[src/rtl/instr_fetch_unit_pkg.sv]
// Shared definitions for the instruction fetch unit.
// - XLEN_DEF: default PC/data width.
// - PCSEL_*: next-PC select codes, identical to the decoder's pcsel encoding.
// - fetch_state_e: fetch FSM states.
package instr_fetch_unit_pkg;

  localparam int unsigned XLEN_DEF = 64;

  localparam logic [1:0] PCSEL_SEQ  = 2'b00;
  localparam logic [1:0] PCSEL_BR   = 2'b01;
  localparam logic [1:0] PCSEL_JALR = 2'b10;
  localparam logic [1:0] PCSEL_JAL  = 2'b11;

  typedef enum logic [1:0] {
    StFetch = 2'b00,
    StHold  = 2'b01,
    StExec  = 2'b10,
    StFault = 2'b11
  } fetch_state_e;

endpackage

[src/rtl/instr_fetch_unit_next_pc_calc.sv]
// Combinational next-PC selection for the fetch unit.
// Ports:
//   pc         in   XLEN  current PC
//   pcsel      in   2     seq / branch / jalr / jal
//   br_taken   in   1     branch outcome, only meaningful for branches
//   immediate  in   XLEN  sign-extended immediate
//   rs1_val    in   XLEN  jalr base register
//   next_pc    out  XLEN  selected target (modulo 2^XLEN)
//   misaligned out  1     target is not 4-byte aligned
module next_pc_calc
  import instr_fetch_unit_pkg::*;
#(
  parameter int unsigned XLEN = XLEN_DEF
) (
  input  logic [XLEN-1:0] pc,
  input  logic [1:0]      pcsel,
  input  logic            br_taken,
  input  logic [XLEN-1:0] immediate,
  input  logic [XLEN-1:0] rs1_val,
  output logic [XLEN-1:0] next_pc,
  output logic            misaligned
);

  logic [XLEN-1:0] pc_plus_4;
  logic [XLEN-1:0] pc_plus_imm;
  logic [XLEN-1:0] rs1_plus_imm;

  assign pc_plus_4    = pc + XLEN'(4);
  assign pc_plus_imm  = pc + immediate;
  assign rs1_plus_imm = rs1_val + immediate;

  always_comb begin
    next_pc = pc_plus_4;
    unique case (pcsel)
      PCSEL_SEQ:  next_pc = pc_plus_4;
      PCSEL_BR:   next_pc = br_taken ? pc_plus_imm : pc_plus_4;
      // jalr clears bit 0 of the computed target
      PCSEL_JALR: next_pc = {rs1_plus_imm[XLEN-1:1], 1'b0};
      PCSEL_JAL:  next_pc = pc_plus_imm;
      default:    next_pc = pc_plus_4;
    endcase
  end

  assign misaligned = |next_pc[1:0];

endmodule

[src/rtl/instr_fetch_unit.sv]
// Non-pipelined fetch stage feeding the instruction decoder.
// Holds the PC, fetches one 32-bit word, presents it to the decoder and waits for the
// execute stage to resolve it before choosing the next PC.
// Ports:
//   clk, rst              clock, async active-high reset
//   imem_req/addr/ack/rdata   instruction memory interface (addr always equals pc)
//   inst/pc/inst_valid/inst_ready   decoder handshake
//   res_valid, pcsel, br_taken, immediate, rs1_val   resolution inputs from decode/execute
//   link_pc               pc+4 for link write-back
//   misalign              sticky misaligned-target fault
//   instret               resolved-instruction counter
module instr_fetch_unit
  import instr_fetch_unit_pkg::*;
#(
  parameter int unsigned     XLEN     = XLEN_DEF,
  parameter logic [XLEN-1:0] RESET_PC = '0
) (
  input  logic            clk,
  input  logic            rst,
  output logic            imem_req,
  output logic [XLEN-1:0] imem_addr,
  input  logic            imem_ack,
  input  logic [31:0]     imem_rdata,
  output logic [31:0]     inst,
  output logic [XLEN-1:0] pc,
  output logic            inst_valid,
  input  logic            inst_ready,
  input  logic            res_valid,
  input  logic [1:0]      pcsel,
  input  logic            br_taken,
  input  logic [XLEN-1:0] immediate,
  input  logic [XLEN-1:0] rs1_val,
  output logic [XLEN-1:0] link_pc,
  output logic            misalign,
  output logic [63:0]     instret
);

  fetch_state_e    state_q, state_d;
  logic [XLEN-1:0] pc_q, pc_d;
  logic [31:0]     inst_q, inst_d;
  logic [63:0]     instret_q, instret_d;

  logic [XLEN-1:0] next_pc;
  logic            next_misaligned;

  next_pc_calc #(
    .XLEN(XLEN)
  ) u_next_pc_calc (
    .pc        (pc_q),
    .pcsel     (pcsel),
    .br_taken  (br_taken),
    .immediate (immediate),
    .rs1_val   (rs1_val),
    .next_pc   (next_pc),
    .misaligned(next_misaligned)
  );

  // Inputs not relevant to the current state are simply not looked at.
  always_comb begin
    state_d   = state_q;
    pc_d      = pc_q;
    inst_d    = inst_q;
    instret_d = instret_q;
    unique case (state_q)
      StFetch: begin
        if (imem_ack) begin
          inst_d  = imem_rdata;
          state_d = StHold;
        end
      end
      StHold: begin
        // res_valid here is ignored; resolution is only taken in StExec
        if (inst_ready) state_d = StExec;
      end
      StExec: begin
        if (res_valid) begin
          // The faulting target is still loaded so it is visible for debug.
          pc_d      = next_pc;
          instret_d = instret_q + 64'd1;
          state_d   = next_misaligned ? StFault : StFetch;
        end
      end
      StFault: state_d = StFault;
      default: state_d = StFetch;
    endcase
  end

  always_ff @(posedge clk or posedge rst) begin
    if (rst) begin
      state_q   <= StFetch;
      pc_q      <= RESET_PC;
      inst_q    <= 32'h0;
      instret_q <= 64'h0;
    end else begin
      state_q   <= state_d;
      pc_q      <= pc_d;
      inst_q    <= inst_d;
      instret_q <= instret_d;
    end
  end

  // All status outputs decode directly from the state register.
  assign imem_req   = (state_q == StFetch);
  assign imem_addr  = pc_q;
  assign inst       = inst_q;
  assign pc         = pc_q;
  assign inst_valid = (state_q == StHold);
  assign misalign   = (state_q == StFault);
  assign link_pc    = pc_q + XLEN'(4);
  assign instret    = instret_q;

endmodule
[config.mk]
export PLATFORM = sky130hd
export DESIGN_NAME = instr_fetch_unit
export DESIGN_NICKNAME = d
export VERILOG_FILES = /design/src/rtl/instr_fetch_unit_pkg.sv /design/src/rtl/instr_fetch_unit_next_pc_calc.sv /design/src/rtl/instr_fetch_unit.sv
export SDC_FILE = /design/constraint.sdc
export NUM_CORES = 1
export LEC_CHECK = 0
export CAP_MARGIN = 30
export CORE_MARGIN = 4
export CORE_UTILIZATION = 55
export CTS_CLUSTER_SIZE = 30
export DETAILED_ROUTE_END_ITERATION = 12
export GPL_ROUTABILITY_DRIVEN = 1
export HOLD_SLACK_MARGIN = 0.06
export PLACE_DENSITY = 0.95
export SLEW_MARGIN = 20
export SYNTH_ARGS = -nofsm -noshare
export SYNTH_HDL_FRONTEND = slang
export SYNTH_HIERARCHICAL = 1
export SYNTH_SLANG_ARGS = --single-unit
[constraint.sdc]
create_clock -name clk -period 13.4 [get_ports clk]
set_input_delay 4.02 -clock clk [delete_from_list [all_inputs] [get_ports clk]]
set_output_delay 4.02 -clock clk [all_outputs]
set_load 0.01 [all_outputs]
==> parameters.txt <==
Parameter                              Value

Drt
  Count of unresolved DRC violations after routing    0
  Total number of vias    about 21000
  First-pass iteration count of the detailed router    8
  Final WL    between 70000 and 80000 µm
  1st-iter DRT viols    around 3000
  Detail-routed net length per standard cell    24.3 µm
  Vias per Instance    approximately 6.7
  Number of nets with antenna violations after detailed routing    0

Logic synthesis
  Cell type with the largest total area after synthesis    sky130_fd_sc_hd__dfrtp_1
  Number of enable flip-flop cells after synthesis    0
  Avg Cell Area, Syn    about 7.7 µm²
  Post-synthesis sequential area ratio    between 20 and 25%
  Number of different library cells in the post-synthesis netlist    90
  Cells after synthesis    roughly 2400
  Total of flip-flops plus latches after synthesis    between 150 and 200
  Syn Std Cell Area    0.0182 mm²
  Yosys warns    6
  Ranking of synthesized cells by area    sky130_fd_sc_hd__dfrtp_1 22%, sky130_fd_sc_hd__xnor2_1 9.5%, sky130_fd_sc_hd__ha_1 8.8%
  Share of flip-flops with an asynchronous set or reset    100%
  Top flip-flop cell by instance count after synthesis    sky130_fd_sc_hd__dfrtp_1
  Synth top area share    between 20% and 30%
  Net Count, Synth    between 2000 and 3000

Pwr
  Share of power burned in registers    24.3%
  Pwr/cell area    192 mW/mm²
  Share of power burned in the clock network    between 10 and 15%
  Switching Fraction    a little under 50%
  Leakage Power    around 9.7 nW
  Cell-internal power    2.28 mW
  Peak supply drop    118 µV
  Net switching power    ~2.2 mW
  Total Power Consumption    approximately 4.4 mW
  Gate power share    between 60% and 70%

Global route
  Overall overflow remaining after global route    0
  Initial antenna violation count    3
  Wire length of the first global-routing pass    ~120000 µm
  Pin count of the biggest net entering global routing    slightly below 90
  Overall global routing resource usage    a little over 40%
  Via count of the first global-routing pass    between 15000 and 20000

Critical path
  CP most frequent cell    sky130_fd_sc_hd__nand4_1
  Cells along the critical path    nand4_1 > nor3_1 > and2_1 > nand4_1 > xnor2_1 > clkdlybuf4s50_1
  Critical path class    reg2out
  Slowest-stage cell, CP    sky130_fd_sc_hd__nor3_1
  Critical path's largest stage delay    slightly below 0.8 ns
  Crit Path Max Fanout    11
  Worst path required time    9.38 ns
  Worst setup SP type    flop
  Minimum setup slack among reg-to-reg paths    roughly 9.4 ns
  Type of element capturing the critical path    primary output
  Arr. time, crit path    3.77 ns

Die
  Site row count    66
  Area of the placeable core    approximately 0.033 mm²
  Top-level I/O count    roughly 460
  Chip Width    approximately 190 µm
  Die Height    between 150 and 200 µm
  DIE AREA    around 0.036 mm²
  Effective utilization at floorplan    a little under three fifths

Clock network
  Post-CTS setup buffer count    0
  Post_cts resized    0
  Clock transition at the register clock pins on the worst setup and hold paths after CTS    about 0.080 ns
  H-tree depth    4
  Clock latency on the worst-skew pair    between 0.4 and 0.5 ns
  Cts bufs inserted    17
  Largest buffer count on any clock path    2
  Total number of clock tree sinks    approximately 160
  CTS tree    yes
  Post-CTS Hold Fix Bufs    0
  CTS Root Buffer Type    sky130_fd_sc_hd__clkbuf_16

STA
  Final Max Slew Viols    0
  Unrepaired setup endpoints after global routing    false
  Maximum frequency from static timing analysis    roughly 130 MHz
  Total Negative Setup Slacks    0 ns
  Number of setup violations in the final report    0
  Worst Clk Skew    0.0163 ns
  Final Hold Slack    roughly 0.5 ns
  Transition time of the tightest slew-check pin    1.02 ns
  Min Tclk post-route    between 7 and 8 ns
  Final setup slack of the worst path    around 5.6 ns
  Count of final hold-check violations    0
  Tightest slew margin relative to the limit    between 30% and 40%
  Share of the clock period used by the worst path    about three fifths

Cells and area
  Leading cell types in the layout, fill and taps excluded    458 x sky130_fd_sc_hd__clkdlybuf4s50_1, 390 x sky130_fd_sc_hd__nand2_1, 197 x sky130_fd_sc_hd__xnor2_1, 162 x sky130_fd_sc_hd__dfrtp_1, 160 x sky130_fd_sc_hd__a21oi_1
  Number of fillers in the final layout    roughly 2600
  Share of post-route cells with drive strength above 1    under 10%
  Area Growth Syn to Fin    27.6%
  Most common cell after layout, fill and taps aside    sky130_fd_sc_hd__clkdlybuf4s50_1
  NumNets Final    about 3000

Run status
  Status    finished, final reports clean

Placement
  Input/output buffers    between 400 and 500
  Total half-perimeter wirelength after legalization and detailed placement    between 50000 and 60000 µm
  RePlAce Congestion    about 1.1
  Worst setup slack before clock tree synthesis    roughly 5.5 ns

Hold path
  Min-Delay Path Class    reg2reg

Run
  MaxCap Viol Count    0
[path summary, 6_finish.rpt]
kind,start,cells past startpoint,end
max in group asynchronous,rst,4,state_q[1]$_DFFE_PP0P_
setup reg to reg,imem_addr[0]$_DFFE_PP0P_,15,imem_addr[50]$_DFFE_PP0P_
hold / removal,instret[63]$_DFFE_PP0P_,1,instret[63]$_DFFE_PP0P_
min in group asynchronous,rst,2,inst[24]$_DFFE_PP0P_
setup / recovery,imem_addr[36]$_DFFE_PP0P_,6,link_pc[55]
hold reg to reg,instret[63]$_DFFE_PP0P_,1,instret[63]$_DFFE_PP0P_
[synthesized netlist by cell type (50+ instances only)]
| cell type | number |
|---|---|
| sky130_fd_sc_hd__nand2_1 | 390 |
| sky130_fd_sc_hd__xnor2_1 | 197 |
| sky130_fd_sc_hd__dfrtp_1 | 162 |
| sky130_fd_sc_hd__a21oi_1 | 161 |
| sky130_fd_sc_hd__ha_1 | 128 |
| sky130_fd_sc_hd__nor2_1 | 127 |
| sky130_fd_sc_hd__o21ai_0 | 112 |
| sky130_fd_sc_hd__xor2_1 | 99 |
| sky130_fd_sc_hd__nand3_1 | 98 |
| sky130_fd_sc_hd__nand4_1 | 98 |
| sky130_fd_sc_hd__clkbuf_1 | 73 |
| sky130_fd_sc_hd__buf_4 | 67 |
| sky130_fd_sc_hd__inv_1 | 54 |
| sky130_fd_sc_hd__a21o_1 | 50 |
| sky130_fd_sc_hd__nor3_1 | 50 |
[final cells by class]
cell class              count  area [µm²]  share of cell area [%]
multi-input cells        1984       13000                    56.2
inverters                  54         208                   0.896
clock buffers              19         443                    1.91
repair buffers            470        4740                    20.4
clock inverters            13         140                   0.605
well taps                 442         553                    2.39
flip-flops and latches    162        4050                    17.5
diodes                      4        10.0                  0.0432
[power groups by stage]
stage	sequential (mW)	clock [mW]	combinational, mW
3_3_place_gp	1.06	0	2.74
5_1_grt	1.10	0.526	3.03
6_report	1.08	0.506	2.85
2_1_floorplan	0.968	0	1.67
4_1_cts	1.06	0.507	2.80
3_5_place_dp	1.07	0	2.78
[metal layers]
layer / up-vias / wire length [µm] / part of all wire, % / GRT usage (%)
met5: - / 0 / 0 / 0
met2: 1722 / 34100 / 45 / 63.2
met3: 354 / 9500 / 12 / 8.97
li1: 9151 / - / - / -
met4: 0 / 4460 / 5.8 / 21.1
met1: 9772 / 28500 / 37 / 52.0
[per-stage QoR]
step / cells / utilization (%) / cell area (µm²)
after CTS: 3142 / 71.0 / 23100
after global placement: 3108 / 69.1 / 22500
after detailed placement: 3110 / 69.3 / 22500
after floorplan: 2365 / - / 18200
after global routing: 3147 / 71.2 / 23200
final: 3148 / 71.2 / 23200
[state kept, by name, indices dropped and copies added, names as in the netlist]
register   flops
instret       64
state_q        2
inst          32
imem_addr     64
[critical path: cells and delay by family (launching register included)]
kind	cells	cell delay [ns]
buf+inv	1	0.58
flops	1	0.75
xor+xnor	1	0.19
simple gates	4	1.80
[logic make-up after synthesis]
group                      synth area share, %
AOI/OAI and AO/OA                         20.2
xor gates and xnor gates                  14.3
adders and majority gates                 9.04
buffers and inverters                     6.07
DFF                                       22.3
muxes                                     2.31
and+or+nand+nor                           25.8
(Power assumes the default switching activity.)
